<file path="src/rtl/ped_crossing_scheduler.sv">
// Pedestrian crossing phase sequencer: GREEN -> YELLOW -> WALK -> CLEAR -> ALLRED, timed in ticks.
// All outputs are registered; a latched curb request is served once the minimum green has elapsed.
module ped_crossing_scheduler #(
    parameter int N_REQ       = 2,
    parameter int CNT_W       = 8,
    parameter int T_MIN_GREEN = 20,
    parameter int T_YELLOW    = 4,
    parameter int T_WALK      = 10,
    parameter int T_CLEAR     = 6,
    parameter int T_ALLRED    = 2
) (
    input  logic             clk,
    input  logic             reset,
    input  logic             tick,
    input  logic [N_REQ-1:0] ped_req,
    input  logic             preempt,
    output logic             green,
    output logic             yellow,
    output logic             red,
    output logic             walk,
    output logic             halt,
    output logic             flash_dw,
    output logic             ped_pending,
    output logic [CNT_W-1:0] countdown,
    output logic [2:0]       phase
);

    typedef enum logic [2:0] {
        S_GREEN  = 3'd0,
        S_HOLD   = 3'd1,
        S_YELLOW = 3'd2,
        S_WALK   = 3'd3,
        S_CLEAR  = 3'd4,
        S_ALLRED = 3'd5
    } state_t;

    localparam logic [CNT_W-1:0] LD_GREEN  = CNT_W'(T_MIN_GREEN - 1);
    localparam logic [CNT_W-1:0] LD_YELLOW = CNT_W'(T_YELLOW - 1);
    localparam logic [CNT_W-1:0] LD_WALK   = CNT_W'(T_WALK - 1);
    localparam logic [CNT_W-1:0] LD_CLEAR  = CNT_W'(T_CLEAR - 1);
    localparam logic [CNT_W-1:0] LD_ALLRED = CNT_W'(T_ALLRED - 1);
    localparam logic [CNT_W-1:0] ONE       = CNT_W'(1);

    state_t           r_state;
    logic [CNT_W-1:0] r_timer;
    logic             r_pending;
    logic             r_green, r_yellow, r_red, r_walk, r_halt, r_flash;

    state_t           w_state_nxt;
    logic [CNT_W-1:0] w_timer_nxt;
    logic             w_pending_nxt;
    logic             w_tmr_zero;
    logic             w_serve;
    logic             w_green, w_yellow, w_red, w_walk, w_halt, w_flash;

    always_ff @(posedge clk or posedge reset) begin
        if (reset) begin
            r_state   <= S_GREEN;
            r_timer   <= LD_GREEN;
            r_pending <= 1'b0;
            r_green   <= 1'b1;
            r_yellow  <= 1'b0;
            r_red     <= 1'b0;
            r_walk    <= 1'b0;
            r_halt    <= 1'b1;
            r_flash   <= 1'b0;
        end else begin
            r_state   <= w_state_nxt;
            r_timer   <= w_timer_nxt;
            r_pending <= w_pending_nxt;
            r_green   <= w_green;
            r_yellow  <= w_yellow;
            r_red     <= w_red;
            r_walk    <= w_walk;
            r_halt    <= w_halt;
            r_flash   <= w_flash;
        end
    end

    always_comb begin
        w_state_nxt   = r_state;
        w_timer_nxt   = r_timer;
        w_pending_nxt = r_pending;
        w_tmr_zero    = (r_timer == '0);
        w_serve       = r_pending && !preempt;
        w_green       = 1'b0;
        w_yellow      = 1'b0;
        w_red         = 1'b0;
        w_walk        = 1'b0;
        w_halt        = 1'b0;
        w_flash       = 1'b0;

        case (r_state)
            S_GREEN: if (tick) begin
                if (!w_tmr_zero) begin
                    w_timer_nxt = r_timer - ONE;
                end else if (w_serve) begin
                    w_state_nxt = S_YELLOW;
                    w_timer_nxt = LD_YELLOW;
                end else begin
                    w_state_nxt = S_HOLD;
                    w_timer_nxt = '0;
                end
            end
            // Minimum green already served: respond on the very next clock, not the next tick.
            S_HOLD: begin
                w_timer_nxt = '0;
                if (w_serve) begin
                    w_state_nxt = S_YELLOW;
                    w_timer_nxt = LD_YELLOW;
                end
            end
            S_YELLOW: if (tick) begin
                if (!w_tmr_zero) begin
                    w_timer_nxt = r_timer - ONE;
                end else begin
                    w_state_nxt = S_WALK;
                    w_timer_nxt = LD_WALK;
                end
            end
            S_WALK: if (tick) begin
                if (preempt || w_tmr_zero) begin
                    w_state_nxt = S_CLEAR;
                    w_timer_nxt = LD_CLEAR;
                end else begin
                    w_timer_nxt = r_timer - ONE;
                end
            end
            S_CLEAR: if (tick) begin
                if (!w_tmr_zero) begin
                    w_timer_nxt = r_timer - ONE;
                end else begin
                    w_state_nxt = S_ALLRED;
                    w_timer_nxt = LD_ALLRED;
                end
            end
            S_ALLRED: if (tick) begin
                if (!w_tmr_zero) begin
                    w_timer_nxt = r_timer - ONE;
                end else begin
                    w_state_nxt = S_GREEN;
                    w_timer_nxt = LD_GREEN;
                end
            end
            default: begin
                w_state_nxt = S_GREEN;
                w_timer_nxt = LD_GREEN;
            end
        endcase

        // Entering WALK serves every waiting pedestrian, so clearing beats a same-cycle press.
        if (w_state_nxt == S_WALK && r_state != S_WALK) begin
            w_pending_nxt = 1'b0;
        end else if (r_state != S_WALK && (|ped_req)) begin
            w_pending_nxt = 1'b1;
        end

        case (w_state_nxt)
            S_GREEN, S_HOLD: begin
                w_green = 1'b1;
                w_halt  = 1'b1;
            end
            S_YELLOW: begin
                w_yellow = 1'b1;
                w_halt   = 1'b1;
            end
            S_WALK: begin
                w_red  = 1'b1;
                w_walk = 1'b1;
            end
            S_CLEAR: begin
                w_red   = 1'b1;
                w_halt  = 1'b1;
                w_flash = 1'b1;
            end
            default: begin
                w_red  = 1'b1;
                w_halt = 1'b1;
            end
        endcase
    end

    assign green       = r_green;
    assign yellow      = r_yellow;
    assign red         = r_red;
    assign walk        = r_walk;
    assign halt        = r_halt;
    assign flash_dw    = r_flash;
    assign ped_pending = r_pending;
    assign countdown   = r_timer;
    assign phase       = r_state;

endmodule
</file>
<file path="config.mk">
export PLATFORM = sky130hd
export DESIGN_NAME = ped_crossing_scheduler
export DESIGN_NICKNAME = d
export VERILOG_FILES = /design/src/rtl/ped_crossing_scheduler.sv
export SDC_FILE = /design/constraint.sdc
export NUM_CORES = 1
export LEC_CHECK = 0
export BUFFER_PORTS_ARGS = -buffer_cell sky130_fd_sc_hd__buf_2
export CAP_MARGIN = 10
export CORE_ASPECT_RATIO = 1.4
export CORE_UTILIZATION = 25
export DETAILED_ROUTE_END_ITERATION = 8
export PLACE_DENSITY = 0.45
export SKIP_CTS_REPAIR_TIMING = 1
export SYNTH_ARGS = -nofsm -noshare
export SYNTH_HDL_FRONTEND = slang
export SYNTH_SLANG_ARGS = --single-unit
</file>
<file path="constraint.sdc">
create_clock -name clk -period 3.52 [get_ports clk]
set_input_delay 0.704 -clock clk [delete_from_list [all_inputs] [get_ports clk]]
set_output_delay 0.704 -clock clk [all_outputs]
set_load 0.05 [all_outputs]
</file>
==> summary.md, run 1 <==
| Metric | Value |
|---|---|
| Total number of placement rows | 29 |
| Endpoint of the most critical setup path | phase[2] |
| Distinct cell type count of the synthesized netlist | 48 |
| Synthesized cell area | 1230 µm² |
| Effective utilization at floorplan | 26.5% |
| Highest Clock Rate | 0.468 GHz |
| Max_cap viols | 0 |
| Path category of the worst min-delay check | in2async |
| Worst Setup Path Type | reg2out |
| Clock latency on the worst-skew pair | 260 ps |
| DR vias | 1,114 |
| Total number of H-tree levels | 1 |
| Die width | 61.3 µm |
| Filler Cells Inserted | 528 |
| Clock edge transition at the registers on the reported setup and hold paths | 70 ps |
| CTS tree | built |
| Setup Skew | 1.80 ps |
| Largest area contributor in the synthesized netlist | dfrtp_1 |
| Flop and latch count out of synthesis | 18 |
| Multi-input combinational cell area | 686 µm² |
| Worst-case clock buffer depth | 2 |
| Warning count from the yosys run | 0 |
| Post-Syn Nets | 147 |
| Area added between synthesis and finish | 13.6% |
| Worst slew slack as a fraction of its limit | 53.2% |
| Overflow after GRT | 0 |
| Detail Placement HPWL | 2390 µm |
| Mean number of vias per cell | 5.11 |
| Top cell type's share of synthesized area | 26.4% |
| Antenna violations before repair | 0 |
| Largest delay contributor family on the critical path | flip-flops |
| Number of hold violations in the final report | 0 |
| GRT Resource Usage Total | 14.1% |
| Dominant register cell in the synthesized netlist | dfrtp_1 |
| Synthesized area per cell | 8.79 µm² |
| Sequential share of the synthesized area | 37.1% |
| Wirelength, routed | 3300 µm |
| Final routed DRC violation total | 0 |
| Pin count of the biggest net entering global routing | 23 |
| Via count of the first global-routing pass | 1,184 |
| Die area | 5210 µm² |
| Sequential standard cell area | 457 µm² |
| TritonRoute pass-1 iters | 4 |
| Async set-or-reset flop fraction in the synthesized netlist | 100% |
| Data required time of the worst path | 2820 ps |
| Remaining antenna violation count | 0 |
| First-pass GRT wire length | 5600 µm |
| Element type at the critical path start | register |
| Critical Path Slowest Stage Cell | dfrtp_1 |
| Largest stage delay on the critical path | 790 ps |
| Number of buffers created by CTS | 3 |
| Stages on the worst setup path | 1 |
| Reg2reg end | green |
| Final Setup Violations | 0 |
| Nets | 164 |
| Setup repair after global routing missed its margin | no |
| Placer congestion estimate | 0.803 |
| Proportion of layout cells with a drive suffix above 1 | 24.4% |
| Run status | finished, final reports clean |
| R2R cell count | 6 |
| Clock Tree Root | clkbuf_8 |
| VDD IR max | 198 µV |
| Beginning of the worst register-to-register path | countdown[0] |
| Static power due to leakage | 0.584 nW |
| Final critical-path required period | 2140 ps |
| Internal reg-to-reg setup slack | 1390 ps |
| Setup Slack @ Placement | 1420 ps |
| Placeable core region | 4640 µm² |
| IO Pins | 24 |
| Mean routed wirelength per cell | 15.1 µm |
| Power per unit of standard cell area | 492 nW/µm² |
| Final setup margin | 1380 ps |
| Transition time at the pin with the least slew margin | 701 ps |
| Die Ht | 85.0 µm |
| Post-synth EDFFs | 0 |
| Clock tree sinks | 18 |
| Max-slew violations | 0 |
| Largest fanout on the critical path | 22 |
| Buffers & Inverters on Critical Path | 1 |
| Ordered cell list for the critical path | buf_2 |
| Worst path arrival time | 1430 ps |
| Crit path capture type | output pin |
| Port Buf Inserts | 23 |
| Instance count of the mapped netlist | 140 |
| DR iter-0 viols | 35 |
| Ratio of final minimum period to clock period | 60.8% |
| Beginning of the critical path | phase[2] |
| Final setup TNS | 0 ps |
| Number of inserted diodes | 0 |
| Main area contributors after synthesis | dfrtp_1, dfstp_2, nor3_1 |
==> through the flow <==
| stage | utilization [%] | total power [mW] | instances | hold slack (ps) | cell area (µm²) |
|---|---|---|---|---|---|
| 6_report | 30.1 | 0.688 | 218 | 545 | 1400 |
| 4_1_cts | 30.1 | 0.695 | 218 | 569 | 1400 |
| 2_1_floorplan | - | 0.488 | 140 | 626 | 1230 |
| 3_5_place_dp | 29.1 | 0.539 | 214 | 552 | 1350 |
| 5_1_grt | 30.1 | 0.729 | 218 | 606 | 1400 |
| 3_3_place_gp | 29.1 | 0.539 | 214 | 544 | 1350 |
==> cell usage in the layout (no fill, tap or decap), types with 2 or more instances in the layout <==
cell	netlist	layout
buf_2	2	23
clkbuf_8	0	3
o21a_1	2	2
xnor2_1	3	3
inv_1	5	5
dfrtp_1	13	13
nand2b_1	5	5
o31ai_1	3	3
dfstp_2	5	5
a21oi_1	6	6
a221oi_1	2	2
a31o_2	2	2
nand3_1	3	3
o211ai_1	4	4
o22ai_1	3	3
nor2_1	12	12
and2_1	2	2
nor2b_1	7	7
o21ai_0	4	4
nand2_1	10	10
nor4_1	3	3
a22o_1	2	2
or2_2	2	2
nor3_1	10	10
==> Yosys cell counts (2+ instances only) <==
master,instances
dfrtp_1,13
nor2_1,12
nand2_1,10
nor3_1,10
nor2b_1,7
a21oi_1,6
dfstp_2,5
inv_1,5
nand2b_1,5
clkbuf_1,4
o211ai_1,4
o21ai_0,4
buf_6,3
nand3_1,3
nor4_1,3
o22ai_1,3
o31ai_1,3
xnor2_1,3
a221oi_1,2
a22o_1,2
a31o_2,2
and2_1,2
buf_2,2
o21a_1,2
or2_2,2
==> kinds of logic after synthesis <==
logic type | after synthesis | share of synthesized area (%)
compound gates | 40 | 24.3
xor+xnor | 3 | 2.13
fa+ha+maj | 1 | 1.02
buf+inv | 16 | 7.22
flops | 18 | 37.1
mux | 1 | 0.813
simple gates | 61 | 27.4
==> report_power, final <==
part	total (mW)	internal [mW]	switching, mW
combinational	0.246	0.0750	0.171
clock	0.153	0.0805	0.0728
sequential	0.289	0.243	0.0458
total	0.688	0.398	0.289
==> flip-flops by register name, summed over array words and instances (netlist names) <==
| signal | cells |
|---|---|
| red | 1 |
| flash_dw | 1 |
| ped_pending | 1 |
| green | 1 |
| walk | 1 |
| phase | 3 |
| countdown | 8 |
| halt | 1 |
| yellow | 1 |
==> cell type report <==
cell class	instances	share of cell area [%]
multi-input combinational	106	49.0
timing repair buffer	23	8.23
sequential	18	32.6
tap	62	5.55
inverter	5	1.34
clock buffer	4	3.22
==> metal layers <==
metal	share of wire, %	vias up	wire length [µm]	GRT usage [%]
li1	-	545	-	-
met1	43	526	1420	18.8
met2	51	36	1670	22.4
met3	4.5	7	149	2.59
met4	1.6	0	54	4.96
met5	0	-	0	0
==> worst min-delay path by stage <==
stage / endpoint / slack (ps) / startpoint / cells after the start
3_5_place_dp: countdown[6] / 550 / countdown[6] / 1
4_1_cts: countdown[6] / 570 / countdown[6] / 1
5_1_grt: countdown[1] / 610 / countdown[1] / 2
2_1_floorplan: countdown[1] / 630 / countdown[1] / 2
3_3_place_gp: countdown[6] / 540 / countdown[6] / 1
6_report: phase[1] / 540 / reset / 2
(Power assumes the default switching activity.)
==> run 2: changes to the inputs <==
Settings changed: PLACE_DENSITY 0.45 to 0.47.
Clock period 3.52 ns to 1.95 ns, I/O delays scaled along.
==> run 2 against run 1 <==
  * Clock power grew 110%
  * Combinational power increased by 110%
  * Global-route usage up 0.31 points
  * Sequential cell count unchanged
  * Non-clock buffer count up 12
  * Critical path type is now reg2reg
==> summary.md, run 2 (synthesized netlist as in run 1, its figures left out) <==
| Metric | Value |
|---|---|
| Data required time of the worst path | 2100 ps (was 2820 ps) |
| Mean routed wirelength per cell | 14.7 µm (was 15.1 µm) |
| Number of inserted diodes | 0 (unchanged) |
| Final critical-path required period | 1820 ps |
| Proportion of layout cells with a drive suffix above 1 | 33.3% (was 24.4%) |
| Path category of the worst min-delay check | in2async (unchanged) |
| Filler Cells Inserted | 535 (was 528) |
| Wirelength, routed | 3380 µm (was 3300 µm) |
| Antenna violations before repair | 0 (unchanged) |
| Post-placement cell area | 1450 µm² (was 1350 µm²) |
| DR iter-0 viols | 37 (was 35) |
| Ratio of final minimum period to clock period | 93.1% |
| Final setup TNS | 0 ps (unchanged) |
| R2R cell count | 6 (unchanged) |
| Number of flip-flops under the largest register name | 8 (unchanged) |
| First-pass GRT wire length | 5620 µm (was 5600 µm) |
| VDD IR max | 309 µV (was 198 µV) |
| Combinational share of power | 38.9% (was 35.7%) |
| Element type at the critical path start | register (unchanged) |
| Post-route cell area | 1520 µm² (was 1400 µm²) |
| Die Ht | 85.0 µm (unchanged) |
| Nets | 176 (was 164) |
| Leading cell types in the layout, fill and taps excluded | buf_2, nor2_1, dfrtp_1 (was buf_2, dfrtp_1, nor2_1) |
| IO Pins | 24 (unchanged) |
| Setup Skew | 3.09 ps (was 1.80 ps) |
| TritonRoute pass-1 iters | 4 (unchanged) |
| Number of buffers created by CTS | 3 (unchanged) |
| Clock latency on the worst-skew pair | 260 ps (about the same) |
| Via count of the first global-routing pass | 1,153 (was 1,184) |
| Max_cap viols | 0 (unchanged) |
| Number of hold violations in the final report | 0 (unchanged) |
| Endpoint of the most critical setup path | flash_dw (was phase[2]) |
| Mean number of vias per cell | 5.05 (was 5.11) |
| Clock network fraction of design power | 23.7% (was 22.3%) |
| Static power due to leakage | 0.652 nW (was 0.584 nW) |
| Final routed DRC violation total | 0 (unchanged) |
| Internal power | 796 µW (was 398 µW) |
| DR vias | 1,161 (was 1,114) |
| Total number of H-tree levels | 1 (unchanged) |
| Placer congestion estimate | 0.757 (was 0.803) |
| GRT Resource Usage Total | 14.4% (was 14.1%) |
| Clock tree sinks | 18 (unchanged) |
| Largest fanout on the critical path | 7 (was 22) |
| Worst slew slack as a fraction of its limit | 52.5% (was 53.2%) |
| Beginning of the critical path | countdown[0] (was phase[2]) |
| Final setup margin | 134 ps (was 1380 ps) |
| Net switching fraction of the power | 40.6% (was 42.1%) |
| Total number of placement rows | 29 (unchanged) |
| Setup Slack @ Placement | 70.4 ps (was 1420 ps) |
| Reported net switching power | 545 µW (was 289 µW) |
| Max-slew violations | 0 (unchanged) |
| Die area | 5210 µm² (unchanged) |
| Clock edge transition at the registers on the reported setup and hold paths | 70 ps (about the same) |
| Run status | finished, final reports clean (unchanged) |
| Effective utilization at floorplan | 26.5% (unchanged) |
| Worst path arrival time | 1960 ps (was 1430 ps) |
| Internal reg-to-reg setup slack | 130 ps (was 1390 ps) |
| Leading cell type in the layout, fill and taps excluded | buf_2 (unchanged) |
| Transition time at the pin with the least slew margin | 712 ps (was 701 ps) |
| Remaining antenna violation count | 0 (unchanged) |
| Overflow after GRT | 0 (unchanged) |
| Clock Tree Root | clkbuf_8 (unchanged) |
| Placeable core region | 4640 µm² (unchanged) |
| Detail Placement HPWL | 2560 µm (was 2390 µm) |
| Share of power burned in registers | 37.5% (was 42.0%) |
| Worst-case clock buffer depth | 2 (unchanged) |
| Port Buf Inserts | 23 (unchanged) |
| CTS tree | built (unchanged) |
| Highest Clock Rate | 0.551 GHz |
| Pin count of the biggest net entering global routing | 22 (was 23) |
| Setup repair after global routing missed its margin | no (unchanged) |
| Beginning of the worst register-to-register path | countdown[0] (unchanged) |
| Area added between synthesis and finish | 23.8% (was 13.6%) |
| Reg2reg end | flash_dw (was green) |
| Power per unit of standard cell area | 880 nW/µm² (was 492 nW/µm²) |
| Die width | 61.3 µm (unchanged) |
| Final Setup Violations | 0 (unchanged) |
| Total power | 1.34 mW (was 688 µW) |
| Crit path capture type | register (was output pin) |
| Worst Setup Path Type | reg2reg (was reg2out) |
-- run 2: worst min-delay path by stage --
stage                         to  depth (start not counted)    startpoint  slack (ps)
finish               ped_pending                          2         reset         230
global route              yellow                          2         reset         300
CTS                  ped_pending                          2         reset         260
detailed placement  countdown[6]                          1  countdown[6]         540
global placement     ped_pending                          2         reset         530
floorplan           countdown[2]                          1         reset         320
-- run 2: layout make-up --
cell class,instances,area (µm²),area share (%)
Multi-Input combinational cell,106,706,46.3
Sequential cell,18,458,30.0
Timing Repair Buffer,35,209,13.7
Tap cell,62,77.6,5.09
Clock buffer,4,55.1,3.61
Inverter,5,18.8,1.23
-- run 2: power by group through the flow --
stage               Sequential [mW]  Clock [mW]  Combinational [mW]
global placement              0.508           0               0.504
detailed placement            0.508           0               0.503
global route                  0.514       0.342               0.565
finish                        0.503       0.317               0.521
floorplan                     0.664           0               0.216
CTS                           0.502       0.329               0.503
-- run 2: through the flow --
stage | std cells | utilization (%) | hold WS (ps)
finish | 230 | 32.8 | 231
global route | 230 | 32.8 | 301
CTS | 230 | 32.3 | 260
detailed placement | 226 | 31.1 | 535
global placement | 226 | 31.1 | 534
floorplan | 140 | - | 325
-- run 2: worst max-delay path, cell delays in order (launching register included) --
cell      delay, ps
dfstp_2         580
inv_2            60
ha_4            160
nor4b_4         150
a21oi_1         250
or2_0           190
a2bb2o_1        300
-- run 2: layer usage --
metal / global-route usage, % / up-vias / share of wire [%]
met2: 24.2 / 35 / 50
met3: 1.83 / 5 / 3.6
met5: 0 / - / 0
met4: 4.96 / 0 / 1.3
li1: - / 568 / -
met1: 18.5 / 553 / 45
